### config.mk
export PLATFORM = sky130hd
export DESIGN_NAME = flags_cond_unit
export DESIGN_NICKNAME = d
export VERILOG_FILES = /design/src/rtl/alu_pkg.sv /design/src/rtl/cond_eval.sv /design/src/rtl/flags_cond_unit.sv
export SDC_FILE = /design/constraint.sdc
export NUM_CORES = 1
export LEC_CHECK = 0
export BUFFER_PORTS_ARGS = -buffer_cell sky130_fd_sc_hd__buf_4
export CORE_MARGIN = 4
export CORE_UTILIZATION = 45
export CTS_CLUSTER_SIZE = 20
export DETAILED_ROUTE_END_ITERATION = 10
export PLACE_DENSITY_LB_ADDON = 0.3
export SLEW_MARGIN = 40
export SYNTH_ARGS = -nofsm -noshare
export SYNTH_HDL_FRONTEND = slang
export SYNTH_SLANG_ARGS = --single-unit
### constraint.sdc
create_clock -name clk -period 1.9 [get_ports clk]
set_input_delay 0.38 -clock clk [delete_from_list [all_inputs] [get_ports clk]]
set_output_delay 0.38 -clock clk [all_outputs]
set_load 0.02 [all_outputs]
### src/rtl/alu_pkg.sv
// Shared ALU-side types: NZCV flag vector, flag bit positions and branch condition codes.
package alu_pkg;

  typedef logic [3:0] nzcv_t;

  localparam int FLAG_N = 3;
  localparam int FLAG_Z = 2;
  localparam int FLAG_C = 1;
  localparam int FLAG_V = 0;

  typedef enum logic [3:0] {
    EQ = 4'd0,
    NE = 4'd1,
    CS = 4'd2,
    CC = 4'd3,
    MI = 4'd4,
    PL = 4'd5,
    VS = 4'd6,
    VC = 4'd7,
    HI = 4'd8,
    LS = 4'd9,
    GE = 4'd10,
    LT = 4'd11,
    GT = 4'd12,
    LE = 4'd13,
    AL = 4'd14,
    NV = 4'd15
  } cond_e;

endpackage

### src/rtl/cond_eval.sv
// Pure combinational branch-condition evaluator: (NZCV, condition code) -> taken.
module cond_eval
  import alu_pkg::*;
(
  input  nzcv_t flags_i,
  input  cond_e cond_i,
  output logic  taken_o
);

  logic n, z, c, v;

  assign n = flags_i[FLAG_N];
  assign z = flags_i[FLAG_Z];
  assign c = flags_i[FLAG_C];
  assign v = flags_i[FLAG_V];

  always_comb begin
    taken_o = 1'b0;
    unique case (cond_i)
      EQ: taken_o = z;
      NE: taken_o = ~z;
      CS: taken_o = c;
      CC: taken_o = ~c;
      MI: taken_o = n;
      PL: taken_o = ~n;
      VS: taken_o = v;
      VC: taken_o = ~v;
      HI: taken_o = c & ~z;
      LS: taken_o = ~c | z;
      GE: taken_o = (n == v);
      LT: taken_o = (n != v);
      GT: taken_o = ~z & (n == v);
      LE: taken_o = z | (n != v);
      AL: taken_o = 1'b1;
      NV: taken_o = 1'b0;
      default: taken_o = 1'b0;
    endcase
  end

endmodule

### src/rtl/flags_cond_unit.sv
// Architectural NZCV register with masked update and shadow copy, plus a
// valid/ready branch-condition evaluator with a one-entry result register.
module flags_cond_unit
  import alu_pkg::*;
#(
  parameter bit FORWARD    = 1'b1,
  parameter bit BORROW_INV = 1'b0
) (
  input  logic       clk,
  input  logic       reset_n,
  input  logic [3:0] FlagsNZCV,
  input  logic       flags_we,
  input  logic [3:0] flags_mask,
  output logic       AddSubCBin,
  input  logic       cond_valid,
  input  logic [3:0] cond_code,
  output logic       cond_ready,
  output logic       taken_valid,
  output logic       taken,
  input  logic       taken_ready,
  input  logic       save_flags,
  input  logic       restore_flags,
  output logic [3:0] flags_q,
  output logic [3:0] shadow_q
);

  typedef enum logic {IDLE = 1'b0, RESP = 1'b1} state_e;

  state_e state_q, state_d;
  nzcv_t  flags_d, shadow_d, eval_flags;
  logic   taken_q, taken_d, eval_taken, accept;

  // Restore wins over a same-cycle write; save always captures the pre-edge value,
  // so save+restore together swaps the two registers.
  always_comb begin
    flags_d = flags_q;
    if (restore_flags) begin
      flags_d = shadow_q;
    end else if (flags_we) begin
      flags_d = (flags_q & ~flags_mask) | (FlagsNZCV & flags_mask);
    end
  end

  assign shadow_d   = save_flags ? flags_q : shadow_q;
  assign AddSubCBin = flags_q[FLAG_C] ^ BORROW_INV;

  assign eval_flags = FORWARD ? flags_d : flags_q;

  cond_eval u_cond_eval (
    .flags_i (eval_flags),
    .cond_i  (cond_e'(cond_code)),
    .taken_o (eval_taken)
  );

  always_comb begin
    cond_ready  = 1'b1;
    taken_valid = 1'b0;
    state_d     = state_q;
    if (state_q == RESP) begin
      taken_valid = 1'b1;
      cond_ready  = taken_ready;
    end
    accept  = cond_valid & cond_ready;
    taken_d = accept ? eval_taken : taken_q;
    if (accept) begin
      state_d = RESP;
    end else if ((state_q == RESP) && taken_ready) begin
      state_d = IDLE;
    end
  end

  assign taken = taken_q;

  always_ff @(posedge clk or negedge reset_n) begin
    if (!reset_n) begin
      flags_q  <= '0;
      shadow_q <= '0;
      state_q  <= IDLE;
      taken_q  <= 1'b0;
    end else begin
      flags_q  <= flags_d;
      shadow_q <= shadow_d;
      state_q  <= state_d;
      taken_q  <= taken_d;
    end
  end

endmodule

==> results of run 1 <==
per-layer routing:
layer | share of wire, % | vias to the layer above | track usage (%)
li1 | - | 309 | -
met1 | 44 | 289 | 20.66
met2 | 48 | 25 | 25.47
met3 | 8.8 | 0 | 6.897
met4 | 0 | 0 | 4.972
met5 | 0 | - | 0
where the power goes:
part	switching, mW	total [mW]	leakage, nW	internal [mW]
clock	0.0763	0.193	0.0210	0.116
combinational	0.193	0.384	0.292	0.191
sequential	0.0366	0.297	0.108	0.260
total	0.306	0.874	0.422	0.568
what timing repair did:
action,in CTS,in global routing
hold endpoints to repair,10,0
hold buffers,1,0
setup buffers,0,0
setup endpoints to repair,0,0
per-stage QoR:
stage | area (um^2) | util, % | std cells | hold WS, ps
finish | 959.7 | 70.24 | 115 | 313.5
global route | 959.7 | 70.24 | 115 | 314.8
CTS | 959.7 | 70.24 | 115 | 304.4
detailed placement | 913.4 | 66.85 | 110 | 215.7
global placement | 913.4 | 66.85 | 110 | 214.5
floorplan | 679.4 | - | 67 | 84.41
final cells by class:
| class | count | area [um^2] |
|---|---|---|
| Clock buffer | 4 | 36.28 |
| Timing Repair Buffer | 34 | 257.7 |
| Inverter | 2 | 7.507 |
| Tap cell | 15 | 18.77 |
| Sequential cell | 10 | 250.2 |
| Multi-Input combinational cell | 50 | 389.1 |
| Fill cell | 110 | 406.6 |
kinds of logic after synthesis:
logic type	count (synthesis)
and+or+nand+nor	27
AOI/OAI and AO/OA	14
DFF	10
buffers and inverters	7
muxes	6
xor gates and xnor gates	3
cell usage in the layout, fill, tap and decap left out:
cell type,n
nor3_1,2
xnor2_2,1
dlygate4sd3_1,1
o221ai_2,1
o311a_1,1
buf_4,33
and4b_1,1
nor2_2,2
a311o_1,1
clkbuf_4,3
dfrtp_1,10
o2111ai_1,1
a311oi_2,3
nor2b_1,5
and2_1,1
nand2b_1,4
mux2i_1,2
xor2_1,2
nor4_1,1
mux2_2,4
a211oi_2,1
nand2_1,7
o22ai_1,1
a31oi_1,1
a211oi_1,3
o21ai_0,1
nor2_1,3
inv_1,2
nor4bb_1,1
clkbuf_8,1
state kept, by name (all words and copies together) (netlist names):
name / count
flags_q: 4
shadow_q: 4
state_q: 1
taken: 1
worst max-delay path by stage:
stage,end,slack [ps],start
final,taken,170,flags_q[0]
after global routing,taken,50,flags_q[0]
after CTS,taken,160,flags_q[0]
after detailed placement,taken,-70,restore_flags
after global placement,taken,8,restore_flags
after floorplan,taken,110,flags_we
worst max-delay path: stages, from the launching register on:
cell      delay, ps
dfrtp_1         400
a211oi_1        290
a311oi_2        120
xnor2_2         230
mux2i_1         100
a311o_1         360
o221ai_2        150
==> impl_metrics.yaml, run 1 <==
clock_network:
  path_clk_slew_ps: 70
  cts.htree.levels: 1
  cts-root-buf: "clkbuf_4"
  cts_tree: "done"
  cts_buffers: 3
  cts_buffer_depth: 2
  clkLatencyLatePin_ps: 270
  cts.sinks: 10
  post_cts_resized: 0
floorplanning:
  core_area_um2: 1366
  die_height_um: 46.86
  dieWidth_um: 46.86
  initial_core_util_pct: 49.73
  dieArea_um2: 2195
  ios: 31
  fp-row-count: 13
finish:
  nNetsFinal: 120
  drive_gt1_share_pct: 49.00
  area_growth_pct: 41.25
  diodes: 0
place:
  dp_hpwl_mm: 1.252
  gp_congestion: 0.7496
  portBuffers: 30
  pre_cts_slack_ps: -67.88
timing:
  fin_crit_sh_pct: 91.17
  max_freq_mhz: 577.3
  fin_setup_tns_ps: 0
  maxSlewHeadroom_pct: 72.29
  setup_ws_ps: 167.7
  worstMarginPinSlew_ps: 415.6
  drv_slew: 0
  period_minus_slack_ps: 1732
  setup_viol_count_final: 0
  rsz0062_at_grt: "false"
  finClkSkew_ps: 4.445
  finalHoldViolCount: 0
synth:
  synth_area_per_cell_um2: 10.14
  synth-compound-area-share_pct: 20.81
  synth.most_common_cell: "dfrtp_1"
  syn_nets: 86
  yosys.area_share.simple_pct: 21.92
  synth_xor_area_share_pct: 4.972
  synthFlopType: "dfrtp_1"
  syn-cell-area_um2: 679.4
  synthMuxAreaShare_pct: 9.576
  synth_commonest_cells: "dfrtp_1, nand2_1, nor2b_1"
  ys_seq_area_share_pct: 36.83
  synth_top_area_share_pct: 36.83
  ys_types: 30
  synth-edff-count: 0
  synth_fa_ha_area_share_pct: 0
  async_reset_ff_share_pct: 100.0
  synth-seq-cells: 10
  synth_top_family_by_area: "simple AND/OR/NAND/NOR gates"
  synth_warnings: 0
  synth.area.top_cells: "dfrtp_1, a311oi_2, mux2_2"
  yosys.area.top_type: "dfrtp_1"
  syn_inst: 67
power_and_ir_drop:
  leakagePower_nw: 0.4216
  peakVddDrop_mv: 0.6612
  total_power_mw: 0.8736
  p_per_area_nw_per_um2: 910.4
hold_path:
  whs_endpoint: "state_q"
  min_from: "cond_valid"
  hp-class: "in2reg"
  holdPathStages: 2
status:
  run_status: "finished clean"
grt:
  grt_antenna_before_repair: 0
  gr-usage-all-layers_pct: 16.37
  grt_pass1_vias: 582
  grt_pass1_wl_mm: 2.490
  grt_overflow: 0
  grt_max_degree: 13
routing:
  via_count: 623
  drt-total-wl_mm: 1.620
  wl_per_cell_um: 14.09
  drtIter0Drc: 13
  viasPerCell: 5.417
  ant_nets: 0
  drc: 0
  first_pass_iters: 4
critical_path:
  critPathKind: "reg2reg"
  r2r_start: "flags_q[0]"
  crit_path_max_fanout: 3
  worst-r2r-cell-count: 6
  worst_setup_path_start_kind: "flip-flop"
  r2r_end: "taken"
  critPathCaptureType: "flip-flop"
  arrival_ps: 1920
  crit_required_ps: 2090
  r2r_setup_slack_ps: 170
flow_run:
  drv_cap: 0
No activity file was read; power rests on OpenSTA's default activity.
==> run 2, diff against run 1 <==
--- a/config.mk
+++ b/config.mk
@@ -6,11 +6,16 @@
 export NUM_CORES = 1
 export LEC_CHECK = 0
 export BUFFER_PORTS_ARGS = -buffer_cell sky130_fd_sc_hd__buf_4
+export CELL_PAD_IN_SITES_DETAIL_PLACEMENT = 1
+export CELL_PAD_IN_SITES_GLOBAL_PLACEMENT = 2
+export CORE_ASPECT_RATIO = 0.75
 export CORE_MARGIN = 4
-export CORE_UTILIZATION = 45
+export CORE_UTILIZATION = 26
 export CTS_CLUSTER_SIZE = 20
 export DETAILED_ROUTE_END_ITERATION = 10
+export GPL_TIMING_DRIVEN = 0
 export PLACE_DENSITY_LB_ADDON = 0.3
+export REMOVE_ABC_BUFFERS = 1
 export SLEW_MARGIN = 40
 export SYNTH_ARGS = -nofsm -noshare
 export SYNTH_HDL_FRONTEND = slang
==> impl_metrics.yaml, run 2 (synthesis results as in run 1) <==
timing:
  hold_slack_ps: 326.7
  max_freq_mhz: 567.1
  worstMarginPinSlew_ps: 574.4
  setup_viol_count_final: 0
  finClkSkew_ps: 4.130
  setup_ws_ps: 136.5
  fin_crit_sh_pct: 92.81
  rsz0062_at_grt: "false"
  period_minus_slack_ps: 1763
  fin_setup_tns_ps: 0
  maxSlewHeadroom_pct: 61.41
  finalHoldViolCount: 0
  drv_slew: 0
place:
  dpl_cell_area_um2: 914.6
  dp_hpwl_mm: 1.387
  portBuffers: 30
  dp.cells: 126
  pre_cts_slack_ps: -139.3
  gp_congestion: 0.7052
routing:
  via_count: 620
  ant_nets: 0
  viasPerCell: 4.733
  first_pass_iters: 3
  drtIter0Drc: 29
  drt-total-wl_mm: 1.721
  wl_per_cell_um: 13.14
  drc: 0
finish:
  area_growth_pct: 41.44
  fill_cells: 298
  fin_area_um2: 960.9
  final_cells: 131
  regArea_um2: 250.2
  largest_registers: "flags_q: 4 flops, shadow_q: 4 flops"
  diodes: 0
  layout_commonest_cell: "buf_4"
  post-route-util_pct: 40.00
  nNetsFinal: 117
  final_cell_mix: "buf_4, dfrtp_1, nand2_1"
  drive_gt1_share_pct: 47.42
  multi_input_area_um2: 389.1
power_and_ir_drop:
  leakagePower_nw: 0.4077
  peakVddDrop_mv: 0.4813
  total_power_mw: 0.8563
  p_per_area_nw_per_um2: 891.1
clock_network:
  cts_tree: "done"
  cts-root-buf: "clkbuf_4"
  post_cts_resized: 0
  clkLatencyLatePin_ps: 260
  cts.htree.levels: 1
  cts_buffers: 3
  cts.sinks: 10
  cts_buffer_depth: 2
  postCtsSetupBuffers: 0
  ctsHoldBuffers: 1
  path_clk_slew_ps: 60
hold_path:
  hp-class: "in2reg"
  min_from: "cond_valid"
grt:
  grt_overflow: 0
  grt_max_degree: 13
  grt_pass1_vias: 581
  grt_pass1_wl_mm: 2.960
  gr-usage-all-layers_pct: 11.30
  grt_antenna_before_repair: 0
floorplanning:
  fp-row-count: 15
  core_area_um2: 2402
  dieArea_um2: 3503
  die_height_um: 52.27
  initial_core_util_pct: 28.28
  ios: 31
  dieWidth_um: 67.03
critical_path:
  r2r_start: "shadow_q[3]"
  critPathKind: "in2reg"
  critPathCaptureType: "flip-flop"
  crit_start: "restore_flags"
  worst_setup_path_start_kind: "primary input"
  r2r_setup_slack_ps: 140
  arrival_ps: 1950
  crit_path_max_fanout: 12
  crit_required_ps: 2080
status:
  run_status: "finished clean"
flow_run:
  drv_cap: 0
[run 2: final cells by class]
type | instances | area share [%]
inverters | 2 | 0.7812
multi-input cells | 50 | 40.49
clock buffers | 4 | 3.776
repair buffers | 31 | 24.48
well taps | 34 | 4.427
flip-flops and latches | 10 | 26.04
[run 2: worst max-delay path: stages]
cell and delay (ps):
buf_4 160, nor2b_1 150, a311oi_2 440, xnor2_2 200, mux2i_1 100, a311o_1 360
o221ai_2 160
[run 2: path summary, 6_finish.rpt]
check / endpoint / cells past startpoint
worst max-delay path: taken / 7
max in group asynchronous: state_q / 2
worst min register to register: taken / 2
min in group asynchronous: taken / 2
worst min-delay path: state_q / 2
worst max register to register: taken / 6
[run 2: where the power goes]
group	internal (mW)	switching (mW)
clock network	0.116	0.0685
logic	0.179	0.193
registers	0.260	0.0394
total	0.555	0.301
[run 2: per-layer routing]
| layer | vias to the layer above | share of wire [%] | track usage, % |
|---|---|---|---|
| met4 | 0 | 0 | 2.020 |
| met5 | - | 0 | 0 |
| met3 | 0 | 6.3 | 3.863 |
| li1 | 308 | - | - |
| met1 | 297 | 50 | 16.34 |
| met2 | 15 | 44 | 16.15 |
==> run 3, diff against run 2 <==
--- a/config.mk
+++ b/config.mk
@@ -5,12 +5,13 @@
 export SDC_FILE = /design/constraint.sdc
 export NUM_CORES = 1
 export LEC_CHECK = 0
+export ABC_AREA = 1
 export BUFFER_PORTS_ARGS = -buffer_cell sky130_fd_sc_hd__buf_4
 export CELL_PAD_IN_SITES_DETAIL_PLACEMENT = 1
 export CELL_PAD_IN_SITES_GLOBAL_PLACEMENT = 2
 export CORE_ASPECT_RATIO = 0.75
 export CORE_MARGIN = 4
-export CORE_UTILIZATION = 26
+export CORE_UTILIZATION = 23
 export CTS_CLUSTER_SIZE = 20
 export DETAILED_ROUTE_END_ITERATION = 10
 export GPL_TIMING_DRIVEN = 0
@@ -19,4 +20,5 @@
 export SLEW_MARGIN = 40
 export SYNTH_ARGS = -nofsm -noshare
 export SYNTH_HDL_FRONTEND = slang
+export SYNTH_HIERARCHICAL = 1
 export SYNTH_SLANG_ARGS = --single-unit
==> impl_metrics.yaml, run 3 <==
status:
  run_status: "finished clean"
timing:
  max_freq_mhz: 643.1
  maxSlewHeadroom_pct: 85.50
  setup_ws_ps: 345.0
  rsz0062_at_grt: "false"
  period_minus_slack_ps: 1555
  fin_crit_sh_pct: 81.84
  fin_setup_tns_ps: 0
  worstMarginPinSlew_ps: 216.7
  drv_slew: 0
  setup_viol_count_final: 0
  finClkSkew_ps: 4.346
  finalHoldViolCount: 0
clock_network:
  postCtsSetupBuffers: 0
  path_clk_slew_ps: 50
  cts_buffer_depth: 2
  ctsHoldBuffers: 1
  post_cts_resized: 0
  cts.htree.levels: 1
  cts.sinks: 10
  cts-root-buf: "clkbuf_8"
  clkLatencyLatePin_ps: 240
  cts_tree: "done"
  cts_buffers: 3
synth:
  synth_commonest_cells: "nand2_1, nand3_1, inv_1"
  ys_types: 17
  syn-cell-area_um2: 705.7
  synth_warnings: 6
  synth-seq-cells: 10
  synth_top_area_share_pct: 35.46
  synth.most_common_cell: "nand2_1"
  synth-edff-count: 0
  synth.area.top_cells: "dfrtp_1, nand2_1, nand3_1"
  ys_seq_area_share_pct: 35.46
  syn_inst: 106
  synthFlopType: "dfrtp_1"
  synth_area_per_cell_um2: 6.657
  yosys.area.top_type: "dfrtp_1"
  async_reset_ff_share_pct: 100.0
routing:
  wl_per_cell_um: 11.15
  first_pass_iters: 4
  via_count: 749
  drc: 0
  ant_nets: 0
  drt-total-wl_mm: 1.963
  viasPerCell: 4.256
  drtIter0Drc: 10
floorplanning:
  initial_core_util_pct: 24.04
  core_area_um2: 2935
  dieWidth_um: 71.96
  fp-row-count: 17
  ios: 31
  dieArea_um2: 4028
  die_height_um: 55.97
flow_run:
  drv_cap: 0
critical_path:
  critPathCaptureType: "flip-flop"
  worst_setup_path_start_kind: "flip-flop"
  arrival_ps: 1680
  crit_required_ps: 2030
  crit_path_max_fanout: 6
  critPathKind: "reg2reg"
finish:
  area_growth_pct: 44.50
  nNetsFinal: 158
  final_cells: 176
  diodes: 0
  drive_gt1_share_pct: 33.33
  layout_commonest_cell: "nand2_1"
  final_cell_mix: "nand2_1, buf_4, nand3_1"
  fill_cells: 374
  largest_registers: "flags_q: 4 flops, shadow_q: 4 flops"
grt:
  gr-usage-all-layers_pct: 10.66
  grt_pass1_vias: 762
  grt_pass1_wl_mm: 3.381
  grt_overflow: 0
  grt_antenna_before_repair: 0
  grt_max_degree: 11
place:
  portBuffers: 30
  dp.cells: 171
  pre_cts_slack_ps: 173.1
  gp_congestion: 0.7719
  dp_hpwl_mm: 1.694
power_and_ir_drop:
  p_per_area_nw_per_um2: 827.6
  total_power_mw: 0.8439
  leakagePower_nw: 0.5751
  peakVddDrop_mv: 0.3582
hold_path:
  hp-class: "in2reg"
run 3: final cells by class:
cell class              count  area [um^2]  share of cell area [%]
inverters                  18        95.09                   9.325
flip-flops and latches     10        250.2                   24.54
well taps                  38        47.55                   4.663
multi-input cells          75        336.6                   33.01
repair buffers             31        235.2                   23.07
clock buffers               4        55.05                   5.399
run 3: path summary, 6_finish.rpt:
kind	from	endpoint	slack [ps]	cells past startpoint
min in group asynchronous	reset_n	flags_q[1]	510	2
max in group asynchronous	reset_n	shadow_q[0]	1250	2
worst min-delay path	cond_valid	state_q	380	3
worst max-delay path	flags_q[0]	taken	350	15
worst min register to register	taken	taken	480	2
worst max register to register	flags_q[0]	taken	350	15
run 3: cells by family (layout without fill, tap and decap cells):
kind of cell | count (synthesis) | after routing | synth area share, %
flops | 10 | 10 | 35.46
buf+inv | 21 | 53 | 16.84
simple gates | 65 | 65 | 39.89
compound gates | 10 | 10 | 7.800
run 3: metal layers:
layer  vias up  GRT usage, %  share of wire [%]
li1        390             -                  -
met4         0        0.8043                  0
met2        16         16.75                 45
met5         -             0                  0
met1       343         13.94                 49
met3         0         4.874                6.3
run 3: through the flow:
step | hold WS [ps] | util [%] | instance area (um^2)
after floorplan | 84.41 | - | 681.9
after global placement | 212.5 | 32.52 | 954.7
after detailed placement | 219.0 | 32.52 | 954.7
after CTS | 380.7 | 34.74 | 1020
after global routing | 394.5 | 34.74 | 1020
final | 384.4 | 34.74 | 1020
run 3: power by group:
| group | leakage, nW | switching [mW] | internal [mW] |
|---|---|---|---|
| Sequential | 0.116 | 0.0230 | 0.245 |
| Combinational | 0.431 | 0.167 | 0.138 |
| Clock | 0.0288 | 0.0882 | 0.183 |
run 3: critical path, cell delays in order (launching register included):
cell	delay, ps
dfrtp_1	370
inv_2	50
nand2_1	60
nand3_1	70
nand2_1	180
inv_2	60
nand2_1	80
nand2_1	80
nand3_1	70
nand2_1	50
nand2_1	50
nand3_1	70
nand2_1	70
nand3_2	50
nand3_1	80
nand2_1	50
